### src/rtl/dcache_port_arbiter.sv
// dcache_port_arbiter
// Shares the single dcache request port between the mem stage (requester 0) and the
// aux engine (requester 1, store-buffer drain / cacop). Only one transaction is in
// flight at a time, and each response goes back to the requester that issued it.
// Mem has priority. A starvation counter forces an aux grant after STARVE_LIMIT
// consecutive mem grants that each blocked a waiting aux request. Flush squashes
// the response of a mem-owned transaction without aborting it at the dcache.
//
// Ports
//   clk_i, rst_ni             clock, asynchronous active-low reset
//   flush_i                   pipeline flush
//   mem_req_* / mem_resp_*    requester 0 request handshake and response pulse
//   aux_req_* / aux_resp_*    requester 1 request handshake and response pulse
//   dc_req_* / dc_*           registered request to the dcache
//   dc_resp_valid_i/rdata_i   dcache response, one per accepted request
//   busy_o                    arbiter is not idle
`timescale 1ns / 1ps
module dcache_port_arbiter #(
  parameter int unsigned ADDR_WIDTH   = 32,
  parameter int unsigned DATA_WIDTH   = 32,
  parameter int unsigned STARVE_LIMIT = 8
) (
  input  logic                    clk_i,
  input  logic                    rst_ni,
  input  logic                    flush_i,
  input  logic                    mem_req_valid_i,
  output logic                    mem_req_ready_o,
  input  logic                    mem_req_we_i,
  input  logic [ADDR_WIDTH-1:0]   mem_req_addr_i,
  input  logic [DATA_WIDTH-1:0]   mem_req_wdata_i,
  input  logic [DATA_WIDTH/8-1:0] mem_req_wstrb_i,
  output logic                    mem_resp_valid_o,
  output logic [DATA_WIDTH-1:0]   mem_resp_rdata_o,
  input  logic                    aux_req_valid_i,
  output logic                    aux_req_ready_o,
  input  logic                    aux_req_we_i,
  input  logic [ADDR_WIDTH-1:0]   aux_req_addr_i,
  input  logic [DATA_WIDTH-1:0]   aux_req_wdata_i,
  input  logic [DATA_WIDTH/8-1:0] aux_req_wstrb_i,
  output logic                    aux_resp_valid_o,
  output logic [DATA_WIDTH-1:0]   aux_resp_rdata_o,
  output logic                    dc_req_valid_o,
  input  logic                    dc_req_ready_i,
  output logic                    dc_we_o,
  output logic [ADDR_WIDTH-1:0]   dc_addr_o,
  output logic [DATA_WIDTH-1:0]   dc_wdata_o,
  output logic [DATA_WIDTH/8-1:0] dc_wstrb_o,
  input  logic                    dc_resp_valid_i,
  input  logic [DATA_WIDTH-1:0]   dc_resp_rdata_i,
  output logic                    busy_o
);

  localparam int unsigned SW   = DATA_WIDTH / 8;
  localparam int unsigned CntW = $clog2(STARVE_LIMIT + 1);
  localparam logic [CntW-1:0] Limit = CntW'(STARVE_LIMIT);

  typedef enum logic [1:0] {StIdle, StReq, StWait} state_e;

  state_e                state_q, state_d;
  logic                  owner_q, owner_d;  // 0 = mem, 1 = aux
  logic                  drop_q, drop_d;
  logic [CntW-1:0]       starve_q, starve_d;
  logic                  dc_we_q, dc_we_d;
  logic [ADDR_WIDTH-1:0] dc_addr_q, dc_addr_d;
  logic [DATA_WIDTH-1:0] dc_wdata_q, dc_wdata_d;
  logic [SW-1:0]         dc_wstrb_q, dc_wstrb_d;
  logic                  mem_resp_valid_q, mem_resp_valid_d;
  logic                  aux_resp_valid_q, aux_resp_valid_d;
  logic [DATA_WIDTH-1:0] mem_rdata_q, mem_rdata_d;
  logic [DATA_WIDTH-1:0] aux_rdata_q, aux_rdata_d;

  logic grant_mem, grant_aux;

  // Grant decision; only acted upon in StIdle.
  always_comb begin
    logic prio_aux;
    logic mem_eligible;
    prio_aux     = (starve_q == Limit);
    mem_eligible = mem_req_valid_i && !flush_i;
    grant_aux    = aux_req_valid_i && (prio_aux || !mem_eligible);
    grant_mem    = mem_eligible && !grant_aux;
  end

  always_comb begin
    state_d          = state_q;
    owner_d          = owner_q;
    drop_d           = drop_q;
    starve_d         = starve_q;
    dc_we_d          = dc_we_q;
    dc_addr_d        = dc_addr_q;
    dc_wdata_d       = dc_wdata_q;
    dc_wstrb_d       = dc_wstrb_q;
    mem_rdata_d      = mem_rdata_q;
    aux_rdata_d      = aux_rdata_q;
    mem_resp_valid_d = 1'b0;
    aux_resp_valid_d = 1'b0;

    unique case (state_q)
      StIdle: begin
        if (grant_aux) begin
          starve_d = '0;
        end else if (grant_mem && aux_req_valid_i && (starve_q != Limit)) begin
          starve_d = starve_q + CntW'(1);
        end
        if (grant_aux || grant_mem) begin
          owner_d    = grant_aux;
          drop_d     = 1'b0;
          dc_we_d    = grant_aux ? aux_req_we_i    : mem_req_we_i;
          dc_addr_d  = grant_aux ? aux_req_addr_i  : mem_req_addr_i;
          dc_wdata_d = grant_aux ? aux_req_wdata_i : mem_req_wdata_i;
          dc_wstrb_d = grant_aux ? aux_req_wstrb_i : mem_req_wstrb_i;
          state_d    = StReq;
        end
      end
      StReq: begin
        if (dc_req_ready_i) state_d = StWait;
      end
      StWait: begin
        if (dc_resp_valid_i) begin
          state_d = StIdle;
          if (owner_q) begin
            aux_rdata_d      = dc_resp_rdata_i;
            aux_resp_valid_d = 1'b1;
          end else begin
            // Data is still captured for a squashed load; only the pulse is suppressed.
            mem_rdata_d      = dc_resp_rdata_i;
            mem_resp_valid_d = !(drop_q || flush_i);
          end
        end
      end
      default: state_d = StIdle;
    endcase

    // The dcache transaction always completes; flush only marks its response as dead.
    if ((state_q != StIdle) && !owner_q && flush_i) drop_d = 1'b1;
  end

  always_ff @(posedge clk_i or negedge rst_ni) begin
    if (!rst_ni) begin
      state_q          <= StIdle;
      owner_q          <= 1'b0;
      drop_q           <= 1'b0;
      starve_q         <= '0;
      dc_we_q          <= 1'b0;
      dc_addr_q        <= '0;
      dc_wdata_q       <= '0;
      dc_wstrb_q       <= '0;
      mem_rdata_q      <= '0;
      aux_rdata_q      <= '0;
      mem_resp_valid_q <= 1'b0;
      aux_resp_valid_q <= 1'b0;
    end else begin
      state_q          <= state_d;
      owner_q          <= owner_d;
      drop_q           <= drop_d;
      starve_q         <= starve_d;
      dc_we_q          <= dc_we_d;
      dc_addr_q        <= dc_addr_d;
      dc_wdata_q       <= dc_wdata_d;
      dc_wstrb_q       <= dc_wstrb_d;
      mem_rdata_q      <= mem_rdata_d;
      aux_rdata_q      <= aux_rdata_d;
      mem_resp_valid_q <= mem_resp_valid_d;
      aux_resp_valid_q <= aux_resp_valid_d;
    end
  end

  assign mem_req_ready_o  = (state_q == StIdle) && grant_mem;
  assign aux_req_ready_o  = (state_q == StIdle) && grant_aux;
  assign dc_req_valid_o   = (state_q == StReq);
  assign dc_we_o          = dc_we_q;
  assign dc_addr_o        = dc_addr_q;
  assign dc_wdata_o       = dc_wdata_q;
  assign dc_wstrb_o       = dc_wstrb_q;
  assign mem_resp_valid_o = mem_resp_valid_q;
  assign mem_resp_rdata_o = mem_rdata_q;
  assign aux_resp_valid_o = aux_resp_valid_q;
  assign aux_resp_rdata_o = aux_rdata_q;
  assign busy_o           = (state_q != StIdle);

endmodule

### config.mk
export PLATFORM = sky130hd
export DESIGN_NAME = dcache_port_arbiter
export DESIGN_NICKNAME = d
export VERILOG_FILES = /design/src/rtl/dcache_port_arbiter.sv
export SDC_FILE = /design/constraint.sdc
export NUM_CORES = 1
export LEC_CHECK = 0
export CAP_MARGIN = 15
export CORE_ASPECT_RATIO = 0.5
export CORE_MARGIN = 4
export CORE_UTILIZATION = 25
export CTS_CLUSTER_DIAMETER = 150
export DETAILED_ROUTE_END_ITERATION = 8
export PLACE_DENSITY_LB_ADDON = 0.1
export REMOVE_ABC_BUFFERS = 1
export SETUP_SLACK_MARGIN = 0.15
export SLEW_MARGIN = 20
export SYNTH_ARGS = -nofsm -noshare
export SYNTH_HDL_FRONTEND = slang
export SYNTH_SLANG_ARGS = --single-unit
### constraint.sdc
create_clock -name clk_i -period 2.65 [get_ports clk_i]
set_input_delay 0.6625 -clock clk_i [delete_from_list [all_inputs] [get_ports clk_i]]
set_output_delay 0.6625 -clock clk_i [all_outputs]
set_load 0.1 [all_outputs]
==> flow_metrics.py, run 1 <==
metrics = {
    "outcome": {
        "status": "completed",
    },
    "clock_network": {
        "cts.sinks": 143,
        "cts_root_buf": "clkbuf_16",
        "clock_latency_ns": 0.45,
        "cts_tree": "yes",
        "htreeDepth": 4,
        "clk_path_buf_depth": 2,
        "numCtsBuffers": 17,
        "clkTransAtPathRegs_ns": 0.06,
        "cts_hold_buffers": 0,
    },
    "floorplan": {
        "dieArea_mm2": 0.0298,
        "rows": 42,
        "io_pins": 316,
        "start_util": 0.254,
        "die_w_um": 240,
        "die_y_um": 124,
        "core-area_mm2": 0.0264,
    },
    "timing": {
        "hold_viol_final": 0,
        "period_share": 0.925,
        "hold_ws_ns": 0.122,
        "finalSetupViolCount": 0,
        "final-max-slew-violation-count": 0,
        "max_clock_freq_mhz": 408,
        "relSlewSlack": 0.568,
        "tightest_slew_ns": 0.646,
        "min_period_ns": 2.45,
        "rsz0062_at_grt": "no",
        "worst_clock_skew_ns": 0.00885,
    },
    "logic_synthesis": {
        "netlist_area_mm2": 0.00673,
        "yosysTopAreaCellShare": 0.532,
        "avgSynthCellArea_um2": 11.3,
        "synthTopCellsByArea": "dfrtp_1 (53%), mux2_2 (11%), a2111oi_0 (9.0%), a211oi_1 (7.5%), nor4_1 (6.4%)",
        "async_flop_share": 1.00,
        "synth.distinct_cells": 33,
        "syn_inst": 595,
        "synth_edf_count": 0,
        "synth-seq-cells": 143,
        "seq_area_frac_synth": 0.532,
        "synth_top_area_cell": "dfrtp_1",
        "yosysWarnings": 0,
        "yosys_most_used_dff": "dfrtp_1",
    },
    "worst_setup_path": {
        "end_kind": "primary output",
        "path_max_fanout": 2,
        "crit_type": "primary input to primary output",
        "startpoint_type": "primary input",
        "arrival_ns": 1.79,
        "cp_data_required_time_ns": 1.99,
    },
    "route": {
        "drt-initial-drc-count": 309,
        "drc_errors": 0,
        "vias": 6181,
        "wl_um": 25800,
        "firstDrtPassIters": 4,
        "vias_per_cell": 4.92,
        "drt-wirelength-per-cell_um": 20.5,
        "ant_nets": 0,
    },
    "final_layout": {
        "area_growth_pct": 58.5,
        "layout-drive-gt1-share": 0.309,
        "fin_nets": 1070,
    },
    "place": {
        "place.gp.congestion": 0.727,
        "port_buffers": 315,
        "hpwl_um": 17000,
    },
    "global_routing": {
        "grt_pass1_wl_um": 38900,
        "grt_usage": 0.172,
        "grt_pass1_vias": 6393,
        "grt_max_degree": 74,
        "antenna_found_initial": 2,
        "gr-total-overflow": 0,
    },
    "min_path": {
        "hold_class": "primary input to asynchronous set/reset pin",
    },
    "run": {
        "drv_cap": 0,
    },
}
-- cell families (layout without fill, tap and decap cells) --
| group | Yosys count | count (layout) | synth area share |
|---|---|---|---|
| AOI/OAI and AO/OA | 148 | 148 | 0.178 |
| buffers and inverters | 145 | 452 | 0.0917 |
| DFF | 143 | 143 | 0.532 |
| and+or+nand+nor | 92 | 93 | 0.0858 |
| muxes | 65 | 65 | 0.109 |
| adders and majority gates | 2 | 2 | 0.00372 |
| other | 0 | 1 | 0 |
-- state kept, by name, summed over array words and instances (netlist names) --
name and count:
aux_resp_rdata_o 32, aux_resp_valid_o 1, dc_addr_o 32, dc_wdata_o 32, dc_we_o 1, dc_wstrb_o 4, drop_q 1, mem_resp_rdata_o 32
mem_resp_valid_o 1, owner_q 1, starve_q 4, state_q 2
-- metrics by stage --
step	cells	cell area (um^2)	setup slack, ns	TNS, ns	utilization
3_5_place_dp	1217	9990	0.0509	0	0.378
6_report	1256	10700	0.199	0	0.403
5_1_grt	1256	10700	0.153	0	0.403
4_1_cts	1253	10600	0.174	0	0.403
2_1_floorplan	526	6390	-2.90	-151.79	-
3_3_place_gp	1217	9990	0.0280	0	0.378
-- critical path: stages --
cell	delay, ns
clkdlybuf4s50_1	0.41
nand2b_2	0.22
nor3_2	0.16
buf_4	0.15
buf_12	0.17
-- what timing repair did --
action	CTS	global route
gates cloned	1	0
setup endpoints to repair	2	2
resized for setup	4	1
buffers inserted	4	2
pin swaps	1	0
-- cell usage after synthesis (all sizes together), types with 2 or more instances --
cell,instances
a211oi,69
nor4,69
o21ai,3
nand2,6
a21o,2
or2,2
clkbuf,56
inv,76
mux2,64
a2111oi,69
nor3b,3
nand2b,3
nand4,2
dfrtp,143
ha,2
buf,13
-- layout by cell type, fill, tap and decap left out, types with 2 or more instances in the layout --
master / n
nand2b_1: 2
bufinv_16: 3
buf_4: 157
inv_1: 75
dfrtp_1: 143
nand4_1: 2
nor4_1: 69
nand2_1: 6
buf_12: 12
clkinv_4: 3
or2_2: 2
clkinvlp_4: 3
inv_6: 2
o21ai_0: 3
a2111oi_0: 69
clkdlybuf4s50_1: 174
mux2_2: 64
a211oi_1: 67
nor3b_1: 2
clkbuf_16: 17
a211oi_2: 2
-- final timing paths --
check	slack [ns]	to	from	depth (start not counted)
worst max-delay path	0.20	mem_req_ready_o	flush_i	5
worst min-delay path	0.12	mem_resp_rdata_o[5]	rst_ni	1
worst max register to register	0.63	dc_wdata_o[18]	starve_q[1]	7
worst min register to register	0.43	mem_resp_valid_o	drop_q	1
max in group asynchronous	1.80	dc_wdata_o[12]	rst_ni	2
min in group clk_i	0.43	mem_resp_valid_o	drop_q	1
-- metal layers --
metal	vias up	routed length (um)	track usage
met2	169	13200	0.287
li1	2868	-	-
met1	3116	11000	0.220
met3	28	1090	0.0387
met5	-	0	0
met4	0	545	0.0627
-- final cells by class --
class,count,area [um^2]
antenna,1,2.50
clock buffer,19,443
clock inverter,12,161
fill,2587,15800
inverter,76,285
multi-input combinational,308,2570
sequential,143,3580
tap,352,440
timing repair buffer,345,3180
Power of run 1 is not shown: default switching activity piles up to over one toggle a cycle in this logic, so the estimate is an artifact.
==> inputs of run 2 (changes only) <==
Settings changed: CTS_BUF_LIST set to sky130_fd_sc_hd__clkbuf_4.
==> flow_metrics.py, run 2 (synthesis results as in run 1) <==
metrics = {
    "route": {
        "drc_errors": 0,
        "ant_nets": 0,
        "vias_per_cell": 4.92,
        "vias": 6219,
        "drt-initial-drc-count": 329,
        "firstDrtPassIters": 5,
        "drt-wirelength-per-cell_um": 20.5,
        "wl_um": 25900,
    },
    "worst_setup_path": {
        "startpoint_type": "primary input",
        "path_max_fanout": 2,
        "r2r_cells": 8,
        "ff2ff_setup_slack_ns": 0.58,
        "path_cells": "clkdlybuf4s50_1, or3b_4, a21oi_2, buf_4, buf_12",
        "r2r_end": "dc_wdata_o[18]",
        "cp_slowest_stage_delay_ns": 0.48,
        "end_kind": "primary output",
        "crit_type": "primary input to primary output",
        "arrival_ns": 1.94,
        "timing.rr.start": "starve_q[1]",
        "cp_data_required_time_ns": 1.99,
        "cp_slowest_cell": "clkdlybuf4s50_1",
    },
    "floorplan": {
        "io_pins": 316,
        "die_w_um": 240,
        "dieArea_mm2": 0.0298,
        "core-area_mm2": 0.0264,
        "die_y_um": 124,
        "rows": 42,
        "start_util": 0.254,
    },
    "clock_network": {
        "cts_root_buf": "clkbuf_4",
        "htreeDepth": 4,
        "cts_tree": "yes",
        "cts.sinks": 143,
        "numCtsBuffers": 17,
        "clk_path_buf_depth": 2,
        "clkTransAtPathRegs_ns": 0.13,
        "clock_latency_ns": 0.60,
    },
    "final_layout": {
        "final_cell_mix": "clkdlybuf4s50_1 (175), buf_4 (162), dfrtp_1 (141)",
        "area_growth_pct": 55.0,
        "final_common_cell": "clkdlybuf4s50_1",
        "fin_nets": 1076,
        "fillers": 2612,
        "layout-drive-gt1-share": 0.317,
    },
    "place": {
        "place.gp.congestion": 0.727,
        "port_buffers": 315,
        "hpwl_um": 17000,
    },
    "timing": {
        "max_clock_freq_mhz": 385,
        "tightest_slew_ns": 0.627,
        "worst_clock_skew_ns": 0.0218,
        "min_period_ns": 2.60,
        "period_share": 0.981,
        "rsz0062_at_grt": "yes",
        "relSlewSlack": 0.581,
        "finalSetupViolCount": 0,
        "hold_viol_final": 0,
        "finalSetupTns_ns": 0,
        "final-max-slew-violation-count": 0,
    },
    "outcome": {
        "status": "completed",
    },
    "global_routing": {
        "grt_pass1_vias": 6405,
        "grt_usage": 0.171,
        "grt_pass1_wl_um": 38900,
        "antenna_found_initial": 2,
        "gr-total-overflow": 0,
        "grt_max_degree": 74,
    },
    "min_path": {
        "whs_path_depth": 1,
        "min_to": "mem_resp_valid_o",
        "hold_class": "flip-flop to flip-flop",
        "hp-start": "drop_q",
    },
    "run": {
        "drv_cap": 0,
    },
}
## run 2: per-stage QoR
step / setup slack [ns] / instance area, um^2 / hold WS (ns) / util / cells
final: 0.0493 / 10400 / 0.450 / 0.394 / 1263
after floorplan: -2.90 / 6390 / 0.367 / - / 526
after CTS: -0.00737 / 10400 / 0.451 / 0.392 / 1256
after global placement: 0.0280 / 9990 / 0.420 / 0.378 / 1217
after global routing: -0.0112 / 10400 / 0.475 / 0.394 / 1262
after detailed placement: 0.0509 / 9990 / 0.424 / 0.378 / 1217
## run 2: critical path, delay by kind of cell
kind	cells	cell delay, ns
and+or+nand+nor	1	0.39
AOI/OAI and AO/OA	1	0.10
buffers and inverters	3	0.77
## run 2: cell type report
class | count | area, um^2 | share of cell area
antenna | 2 | 5.00 | 0.000480
clock buffer | 18 | 135 | 0.0130
clock inverter | 13 | 165 | 0.0158
inverter | 76 | 285 | 0.0274
multi-input combinational | 308 | 2580 | 0.248
sequential | 143 | 3580 | 0.344
tap | 352 | 440 | 0.0423
timing repair buffer | 351 | 3230 | 0.310
## run 2: metal layers
layer,vias up,GRT usage,part of all wire
met3,23,0.0414,0.037
li1,2890,-,-
met1,3158,0.220,0.44
met4,0,0.0475,0.015
met5,-,0,0
met2,148,0.289,0.51
## run 2: how the worst max path moves through the flow
| stage | start | end | slack [ns] | cells past startpoint |
|---|---|---|---|---|
| 2_1_floorplan | state_q[1] | mem_req_ready_o | -2.90 | 2 |
| 3_3_place_gp | aux_req_valid_i | aux_req_ready_o | 0.03 | 5 |
| 3_5_place_dp | aux_req_valid_i | aux_req_ready_o | 0.05 | 5 |
| 4_1_cts | starve_q[0] | aux_req_ready_o | -0.007 | 6 |
| 5_1_grt | starve_q[1] | mem_req_ready_o | -0.01 | 6 |
| 6_report | aux_req_valid_i | aux_req_ready_o | 0.05 | 5 |
## run 2: timing repair
item	in CTS	in global routing
hold buffers	1	0
hold endpoints to repair	37	0
setup buffers	6	5
setup endpoints to repair	3	3
pin swaps	3	0
resized for setup	5	4
cloned	1	0
Power of run 2 is left out for the same reason.
